**src/rtl/riscv_hazard_pkg.sv**
```systemverilog
// Shared types and helpers for the decode-side hazard unit and its
// pending-write scoreboard.
package riscv_hazard_pkg;

    typedef logic [4:0] reg_idx_t;

    localparam int NREGS = 32;

    // One-hot select of an architectural register
    function automatic logic [NREGS-1:0] onehot_reg(input reg_idx_t idx);
        logic [NREGS-1:0] v;
        v      = '0;
        v[idx] = 1'b1;
        return v;
    endfunction

    // Number of set bits in a scoreboard mask (x0 never set, so fits 6 bits)
    function automatic logic [5:0] popcount_mask(input logic [NREGS-1:0] m);
        logic [5:0] c;
        c = '0;
        for (int i = 0; i < NREGS; i++) begin
            c = c + 6'(m[i]);
        end
        return c;
    endfunction

endpackage

```
**src/rtl/pending_scoreboard.sv**
```systemverilog
// Per-register pending-write scoreboard for long-latency results.
// Holds the mask, its popcount, and a sticky error flag for writebacks
// that arrive for x0 or for a register with no outstanding write.
module pending_scoreboard (
    input  logic        clk,
    input  logic        reset,
    input  logic        i_set_en,
    input  logic [4:0]  i_set_idx,
    input  logic [31:0] i_clr,
    input  logic        i_wb_valid,
    input  logic [4:0]  i_wb_rd,
    output logic [31:0] o_mask,
    output logic [5:0]  o_cnt,
    output logic        o_err
);
    import riscv_hazard_pkg::*;

    logic [NREGS-1:0] r_mask;
    logic [5:0]       r_cnt;
    logic             r_err;
    logic [NREGS-1:0] w_mask_nxt;
    logic             w_bad_wb;

    // Next mask: retire writebacks first, then a new issue; set wins on same index
    always_comb begin
        w_mask_nxt = r_mask & ~i_clr;
        if (i_set_en) begin
            w_mask_nxt = w_mask_nxt | onehot_reg(i_set_idx);
        end
    end

    assign w_bad_wb = i_wb_valid && ((i_wb_rd == 5'd0) || !r_mask[i_wb_rd]);

    // Scoreboard state: mask, count tracking the mask, sticky error
    always_ff @(posedge clk) begin
        if (reset) begin
            r_mask <= '0;
            r_cnt  <= '0;
            r_err  <= 1'b0;
        end else begin
            r_mask <= w_mask_nxt;
            r_cnt  <= popcount_mask(w_mask_nxt);
            if (w_bad_wb) begin
                r_err <= 1'b1;
            end
        end
    end

    assign o_mask = r_mask;
    assign o_cnt  = r_cnt;
    assign o_err  = r_err;

endmodule

```
**src/rtl/scoreboard_hazard_unit.sv**
```systemverilog
// Decode-side stall/flush generator: load-use interlock plus a pending
// scoreboard for long-latency writes (load miss, mul/div).
// Optional consecutive-stall watchdog enabled by defining SCB_TIMEOUT_EN;
// without it Timeout is tied low.
module scoreboard_hazard_unit #(
    parameter int NREGS          = 32,
    parameter int TIMEOUT_CYCLES = 256
) (
    input  logic             clk,
    input  logic             reset,
    input  logic [4:0]       Rs1D,
    input  logic [4:0]       Rs2D,
    input  logic [4:0]       RdD,
    input  logic             RegWriteD,
    input  logic             LongLatD,
    input  logic [4:0]       RdE,
    input  logic             LoadE,
    input  logic             PCSrcE,
    input  logic             WbValidL,
    input  logic [4:0]       WbRdL,
    output logic             StallF,
    output logic             StallD,
    output logic             FlushD,
    output logic             FlushE,
    output logic [NREGS-1:0] PendingMask,
    output logic [5:0]       OutstandingCnt,
    output logic             ScbErr,
    output logic             Timeout
);
    import riscv_hazard_pkg::*;

    logic [NREGS-1:0] w_clr;
    logic [NREGS-1:0] w_pend_eff;
    logic             w_lw_stall;
    logic             w_scb_stall;
    logic             w_hazard;
    logic             w_stall;
    logic             w_flush_e;
    logic             w_issue;

    // Writeback clear vector; x0 is never tracked
    always_comb begin
        w_clr = '0;
        for (int i = 1; i < NREGS; i++) begin
            w_clr[i] = WbValidL && (WbRdL == reg_idx_t'(i));
        end
    end

    // A same-cycle writeback unblocks the reader (regfile writes before read)
    assign w_pend_eff = PendingMask & ~w_clr;

    assign w_lw_stall  = LoadE && (RdE != 5'd0) && ((RdE == Rs1D) || (RdE == Rs2D));
    assign w_scb_stall = ((Rs1D != 5'd0) && w_pend_eff[Rs1D]) ||
                         ((Rs2D != 5'd0) && w_pend_eff[Rs2D]) ||
                         (RegWriteD && (RdD != 5'd0) && w_pend_eff[RdD]);

    assign w_hazard  = w_lw_stall || w_scb_stall;
    assign w_stall   = w_hazard && !PCSrcE;
    assign w_flush_e = w_hazard || PCSrcE;

    assign StallF = w_stall;
    assign StallD = w_stall;
    assign FlushD = PCSrcE;
    assign FlushE = w_flush_e;

    // Only an instruction that actually leaves decode claims its destination
    assign w_issue = RegWriteD && LongLatD && (RdD != 5'd0) && !w_stall && !w_flush_e;

    pending_scoreboard u_scb (
        .clk        (clk),
        .reset      (reset),
        .i_set_en   (w_issue),
        .i_set_idx  (RdD),
        .i_clr      (w_clr),
        .i_wb_valid (WbValidL),
        .i_wb_rd    (WbRdL),
        .o_mask     (PendingMask),
        .o_cnt      (OutstandingCnt),
        .o_err      (ScbErr)
    );

`ifdef SCB_TIMEOUT_EN
    localparam int CNT_W = $clog2(TIMEOUT_CYCLES + 1);

    logic [CNT_W-1:0] r_stall_cnt;
    logic             r_timeout;

    // Watchdog: count consecutive decode stalls, saturate, latch Timeout
    always_ff @(posedge clk) begin
        if (reset) begin
            r_stall_cnt <= '0;
            r_timeout   <= 1'b0;
        end else if (w_stall) begin
            if (r_stall_cnt != CNT_W'(TIMEOUT_CYCLES)) begin
                r_stall_cnt <= r_stall_cnt + 1'b1;
            end
            if (r_stall_cnt >= CNT_W'(TIMEOUT_CYCLES - 1)) begin
                r_timeout <= 1'b1;
            end
        end else begin
            r_stall_cnt <= '0;
        end
    end

    assign Timeout = r_timeout;
`else
    localparam int unused_timeout_cycles = TIMEOUT_CYCLES;

    assign Timeout = 1'b0;
`endif

endmodule

```
**config.mk**
```make
export PLATFORM = sky130hd
export DESIGN_NAME = scoreboard_hazard_unit
export DESIGN_NICKNAME = d
export VERILOG_FILES = /design/src/rtl/riscv_hazard_pkg.sv /design/src/rtl/pending_scoreboard.sv /design/src/rtl/scoreboard_hazard_unit.sv
export SDC_FILE = /design/constraint.sdc
export NUM_CORES = 1
export LEC_CHECK = 0
export ABC_AREA = 1
export BUFFER_PORTS_ARGS = -buffer_cell sky130_fd_sc_hd__buf_2
export CAP_MARGIN = 30
export CORE_MARGIN = 2
export CORE_UTILIZATION = 25
export CTS_CLUSTER_DIAMETER = 40
export DETAILED_ROUTE_END_ITERATION = 16
export HOLD_SLACK_MARGIN = 0.12
export PLACE_DENSITY = 0.47
export SLEW_MARGIN = 20
export SYNTH_ARGS = -nofsm -noshare
export SYNTH_HDL_FRONTEND = slang
export SYNTH_SLANG_ARGS = --single-unit
export TNS_END_PERCENT = 10
```
**constraint.sdc**
```tcl
create_clock -name clk -period 19.65 [get_ports clk]
set_input_delay 2.9475 -clock clk [delete_from_list [all_inputs] [get_ports clk]]
set_output_delay 2.9475 -clock clk [all_outputs]
set_load 0.05 [all_outputs]
```
==> results by stage, run 1 <==
Run:
- The max-cap check violation count is 0.

Logic synthesis:
- The synthesized area is slightly above 4000 sq um.
- The count of cell types in the netlist is 34.
- The area fraction of the dominant cell type after synthesis is 0.189.
- The most used flip-flop cell after synthesis is sky130_fd_sc_hd__dfxtp_1.
- The number of nets handed over by synthesis was 742.
- The number of flops mapped to enable cells by yosys is 0.
- The library cell with the largest summed area after synthesis is sky130_fd_sc_hd__dfxtp_1.
- After synthesis, the cell types taking the most area are sky130_fd_sc_hd__dfxtp_1 19%, sky130_fd_sc_hd__nand2_1 17%, sky130_fd_sc_hd__fa_1 12%.
- Of the synthesized area, sequential elements account for 0.189.
- The number of storage elements in the synthesis netlist is 39.
- The instance count of the mapped netlist is 678.
- The number of warning messages in the yosys log is 0.
- Of all flip-flops after synthesis, the portion carrying an async set or reset was 0.
- After synthesis, the mean cell area works out to approximately 6 sq um.

Placed design:
- The post-DP HPWL is between 10 and 15 mm.
- The number of I/O port buffers is between 70 and 80.
- The routability-driven placement congestion ratio is 0.984.
- The total placed instance area is around 4600 sq um.

Routing:
- The total iterations of the first detailed-routing run is 5.
- After detailed routing, the number of vias per cell comes to 5.17.
- After detailed routing, the total wire length is 18.5 mm.
- After the first detailed-routing iteration, the DRC count stood at between 600 and 700.
- The average wire per cell in the routed design is between 15 and 20 um.
- The detail route stage leaves a number of antenna-violating nets equal to 0.
- The DRC violation count after routing is 0.
- The total number of vias is roughly 5000.

STA:
- The max-slew violation count is 0.
- Static timing analysis puts the maximum clock frequency at approximately 0.09 GHz.
- The sum of negative setup slack is 0 ns.
- The worst hold-check slack is roughly 0.53 ns.
- The transition at the pin with the smallest max-transition slack is about 0.8 ns.
- The final critical delay including setup and external delays is 10.79 ns.
- The final number of hold-violating endpoints is 0.
- Setup violations remaining at the end of the flow were counted as 0.
- Setup repair after global routing left no endpoint under its margin.
- The part of the cycle the worst path needs is 0.549.
- The worst clock skew is between 0.005 and 0.006 ns.
- The max-slew headroom at the worst pin is 0.460.

Global route:
- Entering global routing, the biggest net connects 40 pins.
- For this run, the total global-route usage over all layers was measured as 0.208.
- The sum of overflow across all layers after global routing is 0.
- The via count of the first global-routing pass is between 4000 and 5000.
- The initial antenna violation count is 0.
- The wire length of the first global-routing pass is 28.0 mm.

Layout:
- The antenna diode count is 0.
- After routing the design area is around 4900 sq um.
- For this run, the share of the core covered by cells in the final layout is 0.296.
- The ratio of cells with drive above 1 in the final layout is 0.125.
- Compared with the post-synthesis result, the final layout area differs by 17.3%.
- The top cell types in the final layout, fill and taps aside, are 188 x sky130_fd_sc_hd__nand2_1, 88 x sky130_fd_sc_hd__inv_1, 78 x sky130_fd_sc_hd__nand3_1.
- The final net count is 798.
- The most common cell after layout, fill and taps aside is sky130_fd_sc_hd__nand2_1.

Clock tree:
- Clock tree synthesis selected as its root buffer the cell sky130_fd_sc_hd__clkbuf_16.
- Clock tree synthesis found a total of 39 sinks.
- No sink is reached through more buffers than the 2 on the longest clock path.
- TritonCTS built the clock tree.
- The number of CTS-inserted buffers is 5.
- CTS built an H-tree with a depth of 2.
- In this run, post-CTS hold repair placed 0 buffers.
- The number of gates resized after CTS was 0.
- Clock-pin slew was measured on the worst setup and hold paths at 0.06 ns.
- The clock network latency to the later pin of the worst-skew pair is around 0.29 ns.
- The number of setup buffers added after CTS is 0.

Min path:
- Along the worst hold path, the cell count comes to 2.
- The worst min-delay path class is flop to flop.

Setup path:
- The required time of the critical path is 19.86 ns.
- The worst endpoint data arrival time is around 11 ns.
- STA classifies the critical path endpoint as a flop.
- The cell at the slowest stage of the critical path is sky130_fd_sc_hd__nor2_4.
- The maximum single-stage delay on the critical path is 0.64 ns.
- For the worst flop-to-flop path, the logic depth is 31.
- The path type of the worst setup path is input pin to flop.
- The maximum net fanout on the critical path is 33.
- STA classifies the critical path startpoint as an input pin.

Die:
- The number of placed I/O pins is between 70 and 80.
- The initialized floorplan defines 47 standard-cell rows.
- For this configuration, the core starts out at a cell density of 0.252.
- The die extent in x is between 100 and 150 um.
- The placeable core region is between 15000 and 20000 sq um.
- The die covers 17600 sq um.
- The die is around 130 um tall.

Power and ir drop:
- The worst supply voltage drop on vdd is around 0.028 mV.
- The power density normalized to cell area is roughly 47 nW/um^2.
- The total power after layout is between 200 and 250 uW.
- The analysis attributes to cell leakage a power of roughly 0.0024 uW.

Status:
- The flow ran to the end, and the final reports show no timing, DRC or antenna violations.
-- cell families (layout without fill, tap and decap cells) --
| group | Yosys count | count (layout) | synth area share |
|---|---|---|---|
| AOI/OAI and AO/OA | 95 | 95 | 0.131 |
| xor gates and xnor gates | 7 | 7 | 0.0148 |
| adders and majority gates | 32 | 32 | 0.140 |
| buffers and inverters | 117 | 173 | 0.115 |
| DFF | 39 | 39 | 0.189 |
| other | 1 | 1 | 0.000906 |
| and+or+nand+nor | 387 | 387 | 0.410 |
-- state kept, by name, summed over array words and instances, names as in the netlist --
signal,count
u_scb.o_err,1
u_scb.o_mask,32
u_scb.o_cnt,6
-- layer usage --
| metal | GRT usage | routed length [um] | vias to the layer above |
|---|---|---|---|
| met5 | 0 | 0 | - |
| li1 | - | - | 2322 |
| met3 | 0.0284 | 1420 | 42 |
| met1 | 0.287 | 8090 | 2284 |
| met2 | 0.320 | 8080 | 281 |
| met4 | 0.0980 | 937 | 0 |
-- final timing paths --
path                   startpoint             end  slack, ns
setup / recovery         WbRdL[4]  u_scb.o_cnt[4]       8.86
hold / removal        u_scb.o_err     u_scb.o_err       0.53
setup reg to reg  u_scb.o_mask[1]  u_scb.o_cnt[4]      12.13
hold reg to reg       u_scb.o_err     u_scb.o_err       0.53
-- stage by stage --
| step | setup slack [ns] | cells |
|---|---|---|
| global route | 8.29 | 954 |
| floorplan | 10.16 | 678 |
| CTS | 8.95 | 952 |
| global placement | 8.55 | 945 |
| finish | 8.86 | 954 |
| detailed placement | 8.66 | 945 |
-- cell usage after synthesis, drive strengths merged, types with 9 or more instances --
| cell type | count |
|---|---|
| a22oi | 16 |
| nand2 | 188 |
| clkbuf | 11 |
| a21oi | 61 |
| nand4 | 34 |
| nor2 | 74 |
| nand3 | 79 |
| inv | 89 |
| fa | 24 |
| o21ai | 9 |
| dfxtp | 39 |
| buf | 16 |
-- critical path: cells and delay by family --
family | cells | cell delay [ns]
buf+inv | 8 | 0.44
compound gates | 2 | 0.38
simple gates | 18 | 3.28
fa+ha+maj | 8 | 3.92
-- area by class of cell --
type,instances,area [sq um]
flip-flops and latches,39,781
fillers,1860,11600
clock inverters,2,37.5
well taps,220,275
repair buffers,76,413
multi-input cells,522,2880
clock buffers,5,125
inverters,90,338
-- where the power goes --
part | switching [uW] | total, uW | internal (uW)
registers | 0.278 | 79.7 | 79.4
logic | 39.5 | 53.0 | 13.5
clock network | 34.4 | 93.6 | 59.2
total | 74.1 | 226 | 152
(Power assumes the default switching activity.)
==> inputs of run 2 (changes only) <==
==> constraint.sdc (replaced) <==
create_clock -name clk -period 11.2 [get_ports clk]
set_input_delay 1.68 -clock clk [delete_from_list [all_inputs] [get_ports clk]]
set_output_delay 1.68 -clock clk [all_outputs]
set_load 0.05 [all_outputs]
==> run 2 against run 1 <==
Effect of this change:
- sequential share of layout area stayed put
- combinational power is 75% higher
- critical path depth did not move
- non-clock buffer count did not move
- via count rose by 0.32%
- cell area stayed put
- largest power group unchanged
==> results by stage, run 2 (same netlist as run 1, synthesis figures left out) <==
STA:
- The max-slew violation count was 0 (unchanged).
- The final number of hold-violating endpoints is 0 (unchanged).
- The part of the cycle the worst path needs is 0.845.
- After layout, the minimum clock period comes to 9.46 ns.
- RSZ-0062 raised after global routing: no (unchanged).
- The max-slew headroom at the worst pin is 0.443 (was 0.460).
- The worst clock skew is 0.00400 ns (was 0.00597 ns).
- Timing would allow up to between 0.1 and 0.15 GHz.
- The transition at the pin with the smallest max-transition slack was 0.836 ns (was 0.808 ns).
- The sum of negative setup slack is 0 ns (unchanged).
- The final setup violation count is 0 (unchanged).
- The worst hold-check slack is 0.534 ns (was 0.526 ns).

Clock tree:
- The number of setup buffers added after CTS is 0 (unchanged).
- The clock net sink count was 39 (unchanged).
- The number of buffers on the longest clock path came to 2 (unchanged).
- The clock network latency to the later pin of the worst-skew pair is 0.29 ns (about the same).
- The number of CTS-inserted buffers is 5 (unchanged).
- The TritonCTS clock tree is yes (unchanged).
- The post-CTS resize count is 0 (unchanged).
- The number of hold buffers added after CTS was 0 (unchanged).
- The clock-pin slew on the worst setup and hold paths was 0.06 ns (about the same).
- The clock root buffer was sky130_fd_sc_hd__clkbuf_16 (unchanged).
- The H-tree level count is 2 (unchanged).

Die:
- The effective utilization at floorplan came to 0.252 (unchanged).
- The die extent in x is 133 um (unchanged).
- The chip height is 133 um (unchanged).
- The die area is 17600 sq um (unchanged).
- The number of placed I/O pins is 76 (unchanged).
- The placeable core region is 16400 sq um (unchanged).
- The floorplan row count was 47 (unchanged).

Setup path:
- The maximum net fanout on the critical path is 33 (unchanged).
- The cell at the slowest stage of the critical path is sky130_fd_sc_hd__nor2_4 (unchanged).
- The maximum single-stage delay on the critical path came to 0.63 ns (was 0.64 ns).
- The required time of the critical path is 11.41 ns (was 19.86 ns).
- The category of the worst setup path capture point is a flop (unchanged).
- The worst endpoint data arrival time is 9.67 ns (was 11.01 ns).
- The path type of the worst setup path is input pin to flop (unchanged).
- The sort of element at the start of the critical path is an input pin (unchanged).

Placed design:
- The number of I/O port buffers is 74 (unchanged).
- The routability-driven placement congestion ratio is 0.983 (was 0.984).
- The post-DP HPWL is 14.4 mm (was 14.5 mm).

Global route:
- The via count of the first global-routing pass was 4552 (was 4560).
- The pin count of the biggest net entering global routing is 40 (unchanged).
- The sum of overflow across all layers after global routing came to 0 (unchanged).
- The total routing usage reported by global routing came to 0.208 (about the same).
- The initial antenna violation count came to 0 (unchanged).
- The wire length of the first global-routing pass is 28.0 mm (about the same).

Routing:
- The total iterations of the first detailed-routing run is 5 (unchanged).
- The final wirelength is 18.5 mm (about the same).
- The average wire per cell in the routed design came to 19.4 um (about the same).
- The detail-routed via count per cell is 5.18 (was 5.17).
- The total number of vias is 4945 (was 4929).
- The number of antenna-violating nets in the routed design is 0 (unchanged).
- The initial detailed-routing violation count is 633 (was 631).
- The DRC violation count after routing was 0 (unchanged).

Status:
- Result of the run: completed (unchanged).

Power and ir drop:
- The power density normalized to cell area is 81.8 nW/um^2 (was 46.6 nW/um^2).
- The standby leakage power is 0.00236 uW (unchanged).
- The worst supply voltage drop on vdd is 0.0519 mV (was 0.0285 mV).

Layout:
- The most common cell after layout, fill and taps aside is sky130_fd_sc_hd__nand2_1 (unchanged).
- The register area is 781 sq um (unchanged).
- The total area of multi-input combinational cells is 2880 sq um (unchanged).
- Commonest cells after routing, fill and taps aside: 188 x sky130_fd_sc_hd__nand2_1, 88 x sky130_fd_sc_hd__inv_1, 78 x sky130_fd_sc_hd__nand3_1 (unchanged).
- The final net count is 798 (unchanged).
- The layout overhead on the synthesized area is 17.3% (unchanged).
- The flip-flop count of the largest register after layout was 32 (unchanged).
- The ratio of cells with drive above 1 in the final layout is 0.125 (unchanged).
- The number of fill cells is 1871 (was 1860).
- The antenna diode count is 0 (unchanged).

Min path:
- The worst min-delay path class is flop to flop (unchanged).

Run:
- The max-cap check violation count is 0 (unchanged).
run 2: cell counts in the layout (fill, tap and decap cells not counted):
Identical to the previous run, type by type.
run 2: critical path: cells and delay by family:
family | cells | cell delay, ns
buffers and inverters | 8 | 0.47
AOI/OAI and AO/OA | 2 | 0.36
adders and majority gates | 8 | 3.92
and+or+nand+nor | 18 | 3.23
run 2: path summary, 6_finish.rpt:
| path | startpoint | endpoint | slack, ns | cells past startpoint |
|---|---|---|---|---|
| worst max-delay path | WbRdL[4] | u_scb.o_cnt[4] | 1.74 | 36 |
| worst min-delay path | u_scb.o_err | u_scb.o_err | 0.53 | 2 |
| worst max register to register | u_scb.o_mask[1] | u_scb.o_cnt[4] | 3.77 | 31 |
| worst min register to register | u_scb.o_err | u_scb.o_err | 0.53 | 2 |
run 2: cell type report:
class                           instances  share of cell area
Tap cell                              220              0.0567
Clock inverter                          2             0.00773
Inverter                               90              0.0696
Clock buffer                            5              0.0258
Timing Repair Buffer                   76              0.0851
Multi-Input combinational cell        522               0.594
Sequential cell                        39               0.161
run 2: routing by layer:
layer,up-vias,global-route usage,part of all wire
li1,2326,-,-
met3,36,0.0238,0.080
met2,282,0.330,0.45
met5,-,0,0
met4,0,0.0830,0.037
met1,2301,0.289,0.43
run 2: power by group:
part           internal (uW)  switching (uW)
logic                   23.8            69.0
clock network            104            60.4
registers                139           0.512
total                    267             130
run 2: metrics by stage:
step                      instances  instance area (sq um)  setup WS, ns   util  total power, uW
after global routing            954                   4850          1.23  0.296              413
after detailed placement        945                   4650          1.51  0.283              232
after floorplan                 678                   4140          2.97      -              207
final                           954                   4850          1.74  0.296              397
after CTS                       952                   4810          1.78  0.293              396
after global placement          945                   4650          1.36  0.283              234
